$ cat src/rtl/switch_debouncer.sv
// Slide-switch conditioning: two-flop synchroniser, per-bit stability
// counter, clean level output plus change pulse, sticky mask and IRQ.
module switch_debouncer #(
    parameter int NUM_SW          = 10,
    parameter int DEBOUNCE_CYCLES = 500000,
    parameter int CNT_WIDTH       = 19
) (
    input  logic              iClk,
    input  logic              iReset_n,
    input  logic [NUM_SW-1:0] iSwitches_raw,
    input  logic              iClear_change,
    output logic [NUM_SW-1:0] oSwitches_data,
    output logic              oChange_pulse,
    output logic [NUM_SW-1:0] oChange_mask,
    output logic              oIrq
);

    localparam logic [CNT_WIDTH-1:0] LAST =
        CNT_WIDTH'(DEBOUNCE_CYCLES - 1);

    logic [NUM_SW-1:0]    sync1;
    logic [NUM_SW-1:0]    sync2;
    logic [NUM_SW-1:0]    stable;
    logic [NUM_SW-1:0]    differ;
    logic [NUM_SW-1:0]    atLast;
    logic [NUM_SW-1:0]    accept;
    logic [CNT_WIDTH-1:0] count [NUM_SW];

    // Bring the asynchronous pins into the iClk domain
    always_ff @(posedge iClk or negedge iReset_n) begin
        if (!iReset_n) begin
            sync1 <= '0;
            sync2 <= '0;
        end else begin
            sync1 <= iSwitches_raw;
            sync2 <= sync1;
        end
    end

    // Per-bit disagreement and acceptance decode
    always_comb begin
        differ = sync2 ^ stable;
        atLast = '0;
        for (int i = 0; i < NUM_SW; i++) begin
            atLast[i] = (count[i] == LAST);
        end
        accept = differ & atLast;
    end

    // Stability counters: run while the input disagrees, restart otherwise
    always_ff @(posedge iClk or negedge iReset_n) begin
        if (!iReset_n) begin
            for (int i = 0; i < NUM_SW; i++) begin
                count[i] <= '0;
            end
        end else begin
            for (int i = 0; i < NUM_SW; i++) begin
                if (!differ[i] || atLast[i]) begin
                    count[i] <= '0;
                end else begin
                    count[i] <= count[i] + 1'b1;
                end
            end
        end
    end

    // Accepted levels, change pulse and sticky mask (set beats clear)
    always_ff @(posedge iClk or negedge iReset_n) begin
        if (!iReset_n) begin
            stable        <= '0;
            oChange_pulse <= 1'b0;
            oChange_mask  <= '0;
        end else begin
            stable        <= stable ^ accept;
            oChange_pulse <= |accept;
            oChange_mask  <= (iClear_change ? '0 : oChange_mask)
                             | accept;
        end
    end

    assign oSwitches_data = stable;
    assign oIrq           = |oChange_mask;

endmodule

$ cat config.mk
export PLATFORM = sky130hd
export DESIGN_NAME = switch_debouncer
export DESIGN_NICKNAME = d
export VERILOG_FILES = /design/src/rtl/switch_debouncer.sv
export SDC_FILE = /design/constraint.sdc
export NUM_CORES = 1
export LEC_CHECK = 0
export CAP_MARGIN = 20
export CORE_ASPECT_RATIO = 0.6
export CORE_UTILIZATION = 60
export CTS_CLUSTER_DIAMETER = 80
export DETAILED_ROUTE_END_ITERATION = 16
export HOLD_SLACK_MARGIN = 0.06
export PLACE_DENSITY = 0.78
export SLEW_MARGIN = 20
export SYNTH_ARGS = -nofsm -noshare
export SYNTH_HDL_FRONTEND = slang
export SYNTH_SLANG_ARGS = --single-unit
$ cat constraint.sdc
create_clock -name iClk -period 3.2 [get_ports iClk]
set_input_delay 0.64 -clock iClk [delete_from_list [all_inputs] [get_ports iClk]]
set_output_delay 0.64 -clock iClk [all_outputs]
set_load 0.02 [all_outputs]
Yosys cells after proc, flatten, opt, wreduce, memory -nomap -nowiden
Index checks and enable logic that the tools add are counted.

Memories kept: 0. Output and inout port bits: 22. ROM bits: 0. Bits of input ports: 13. Bits in latches: 0. RAM bits: 0. Flip-flop bits (word level): 231. Word-level logic and storage cells: 72.

Magnitude comparators: 0. Divide/modulo/power cells: 0. Reduce and logical (&&, ||, !) cells: 22. $mul: 0. Equal/unequal tests: 10. Shifts and indexed selects: 0. Mux-type cells: 11. Bitwise gates (word level): 4. $add $sub $neg: 10.

Operators with widths (number): adder 19 x 1 -> 19 bit (second input constant) (10); == test 19 bit (second input constant) (10); 2-to-1 mux 19 bit (10); OR reduction 10 bit (2); XOR 10 bit (2); bitwise AND 10 bit (1); logical NOT 1 bit (10); logical OR 1 bit (10); 2-to-1 mux 10 bit (1); bitwise OR 10 bit (1).

Logic depth before layout (Yosys ltp)
Word-level depth: 4. Depth in mapped cells: 8. Mapped depth without buffers: 6.

Worst setup path before layout
Ideal clock, no wire load.

Path type: reg-to-reg. Start point: register count[133] (netlist name). End point: register count[143] (netlist name). Stages on the path, launching flop included: 6. Path buffers: 1. Library setup time: 121 ps. Clock period less this slack: 1751 ps. Slack: 1449 ps. Required time: 3079 ps. Data arrival time: 1629 ps. Path through: dfrtp_1 -> ha_1 -> nand3_1 -> o41ai_4 -> buf_2 -> nor2_1.

Word-level cells in the longest chain between the ends: 3. Elaborated cells between the ends (all ways): 4. Classes of those cells: 1 x add/sub; 1 x eq/ne; 1 x mux; 1 x reduce/logical.

RTL lines: from (decl) (line 27) `logic [CNT_WIDTH-1:0] count [NUM_SW];`; from (signal, indexed assignment) (line 61) `count[i] <= count[i] + 1'b1;`; parallel branches: the longest is 2 deep, another holds adder 19 x 1 -> 19 bit; 2-to-1 mux 19 bit (*) (line 58) `if (!differ[i] || atLast[i]) begin`.

Mark *: on every way between the ends.

Worst setup path in the final report
Start point: register oChange_mask[8]. End point: output port oIrq.

Word-level cells in the longest chain between the ends: 1.

RTL lines: from (decl) (line 14) `output logic [NUM_SW-1:0] oChange_mask,`; from (signal assigned) (line 76) `oChange_mask <= (iClear_change ? '0 : oChange_mask)`; OR reduction 10 bit (line 82) `assign oIrq = |oChange_mask;`; to (decl) (line 15) `output logic oIrq`.

Every way passes these cells.

==> summary.md <==
| Metric | Value |
|---|---|
| Arrival @ worst endpoint | 1930 ps |
| Mapped Cells | 1015 |
| Initial antenna violation count | 0 |
| Yosys reg bits | 231 |
| Period minus WS final | 2570 ps |
| Peak supply drop | 319 uV |
| GRT Residual Overflow | 0 |
| Simple-gate share of the synthesized area | 23.7% |
| Nets | 1084 |
| Post-cts sizing count | 0 |
| CORE AREA | 17100 um2 |
| Top FF cell, synth | dfrtp_1 |
| Relative slew slack | 32.3% |
| DIE AREA | 18000 um2 |
| Num CTS Buffers | 22 |
| Fin Setup TNS | 0 ps |
| CTS Hold Bufs | 0 |
| Overall routing resource usage | 23.2% |
| Netlist cell types | 44 |
| Clk sink count | 231 |
| WS Path Type | reg -> out |
| R2r setup slk | 930 ps |
| LEAKAGE | 5.14 nW |
| H-tree Lvls | 1 |
| Die extent in y | 104 um |
| Syn Nets | 1038 |
| Row cnt | 37 |
| Yosys warns | 0 |
| TritonRoute pass-1 iters | 5 |
| DRC viols | 0 |
| Clk_lat worst skew | 500 ps |
| R2r startpoint | count[38] |
| Max Cap Viol | 0 |
| Number of synthesized flops with an enable pin | 0 |
| WL final | 20100 um |
| Status | finished, final reports clean |
| Initial Utilization | 61.2% |
| # IOs | 35 |
| Vias per cell | 5.43 |
| Dpl hpwl | 13400 um |
| Power Density | 487 nW/um2 |
| Crit share post-route | 80.4% |
| R2r worst-path depth | 5 |
| Worst setup EP type | primary output |
| Cell Area, Synth | 10500 um2 |
| Setup Buffers After CTS | 0 |
| Clock Root Buffer | clkbuf_16 |
| Crit path max fanout | 3 |
| DR vias | 7097 |
| Multi-input logic area | 4510 um2 |
| Pin count of the biggest net entering global routing | 94 |
| Mux contribution to synthesized area | 1.07% |
| Adder-Cell Fraction of Synth Area | 1.19% |
| Hold Violations, Final | 0 |
| Synth Area in XOR/XNOR | 15.0% |
| Crit path from | oChange_mask[8] |
| Clk buf depth | 3 |
| Diode count | 0 |
| Compound-Gate Fraction of Synth Area | 1.97% |
| CTS tree | yes |
| Number of global-route vias before repair | 6924 |
| CP startpoint kind | flip-flop |
| Routed len/inst | 15.4 um |
| Critical path required time | 2560 ps |
| 1st-iter DRT viols | 518 |
| Worst hold-check path type | in -> async |
| FFs w/ async S/R, synth | 100% |
| Worst Skew | 10.8 ps |
| CTS clk-pin slew, worst paths | 60 ps |
| Gpl congestion | 0.817 |
| Worst-margin pin slew | 1010 ps |
| Syn Area/Cell | 10.3 um2 |
| Layout cells sized above 1 | 5.31% |
| Antenna-violating nets left | 0 |
| # setup viols final | 0 |
| Width of the die | 173 um |
| Layout area overhead | 12.5% |
| Pins Over Slew Limit | 0 |
| Reg2reg end | count[48] |
| Max Clock Freq | 0.389 GHz |
| Register cell area after layout | 5780 um2 |
| Number of buffers added on ports | 34 |
| Final core area utilization | 68.9% |
| Global-route wire length before repair | 34400 um |
| Largest family of logic cells by synthesized area | simple AND/OR/NAND/NOR gates |
| # fillers | 1284 |
| Seq/Total Area, Yosys | 55.1% |
| RSZ-0062 raised after global routing | no |
## cells in the mapped netlist, drive strengths merged, types with 3 or more instances
| library cell | number | area share [%] |
|---|---|---|
| nor4 | 22 | 1.4 |
| nand3 | 76 | 3.7 |
| o21ai | 4 | 0.19 |
| xnor2 | 74 | 6.2 |
| dfrtp | 231 | 55 |
| or2 | 5 | 0.30 |
| nor3 | 26 | 1.3 |
| xor2 | 106 | 8.9 |
| nor2 | 230 | 8.2 |
| nand2 | 64 | 2.3 |
| mux2 | 10 | 1.1 |
| nand4 | 40 | 2.4 |
| a21o | 3 | 0.21 |
| buf | 16 | 1.0 |
| ha | 10 | 1.2 |
| a22oi | 3 | 0.21 |
| and3 | 31 | 1.8 |
| and4 | 6 | 0.50 |
| inv | 25 | 0.89 |
| nor4b | 6 | 0.50 |
| a22o | 5 | 0.42 |
| nor4bb | 3 | 0.29 |
## worst max-delay path by stage
stage / to / slack, ps / cells after the start
after floorplan: count[143] / 1450 / 5
after global placement: count[44] / 1070 / 5
after detailed placement: count[51] / 930 / 5
after CTS: oIrq / 610 / 3
after global routing: oIrq / 530 / 3
final: oIrq / 630 / 3
## final cells by class
class | count | area share [%]
clock buffers | 35 | 5.69
clock inverters | 2 | 0.318
inverters | 25 | 0.796
multi-input cells | 743 | 38.2
flip-flops and latches | 231 | 49.0
well taps | 234 | 2.48
repair buffers | 38 | 3.50
## per-layer routing
layer	wire length, um	up-vias	track usage, %
met2	8680	123	34.5
li1	-	3501	-
met3	698	26	3.65
met1	10400	3447	36.4
met4	262	0	4.17
met5	0	-	0
## power breakdown
part / total (W) / switching, W / internal [W] / leakage [nW]
sequential: 0.00300 / 0.0000396 / 0.00296 / 3.16
combinational: 0.000193 / 0.000132 / 0.0000611 / 1.64
clock: 0.00255 / 0.00104 / 0.00151 / 0.342
total: 0.00575 / 0.00122 / 0.00453 / 5.14
## flip-flops by register name, summed over array words and instances, names as in the netlist, named ones only
register	count
count	190
oChange_mask	10
sync1	10
sync2	10
oChange_pulse	1
## through the flow
step                std cells  total power (W)  area [um2]  hold WS [ps]  setup slack (ps)
floorplan                1015          0.00315       10500           331              1450
global placement         1271          0.00325       11100           333              1070
detailed placement       1271          0.00325       11100           335               925
CTS                      1308          0.00582       11800           177               606
global route             1308          0.00596       11800           192               530
finish                   1308          0.00575       11800           129               627
## worst max-delay path: stages (launching register included)
cell and delay [ps]:
dfrtp_1 400, nor4_1 290, nand4_1 140, clkdlybuf4s50_1 610
## cell families (layout without fill, tap and decap cells)
kind of cell             after synthesis  in the layout
AO/OA/AOI/OAI                         21             21
XOR/XNOR                             180            180
AND/OR/NAND/NOR                      522            522
buffers and inverters                 41            100
adder cells (fa/ha/maj)               10             10
multiplexers                          10             10
flip-flops                           231            231
## cells in the final DEF (no fill, tap or decap), types with 21 or more instances in the layout
master,synthesis,layout
nand3_1,75,75
inv_1,25,25
clkbuf_16,0,23
and3_1,31,31
dfrtp_1,231,231
nor3_1,25,25
xnor2_1,74,74
nor4_1,21,21
xor2_1,106,106
clkdlybuf4s50_1,0,33
nand4_1,40,40
nor2_1,230,230
nand2_1,64,64
Note: power is estimated with default switching activity, not from simulation.
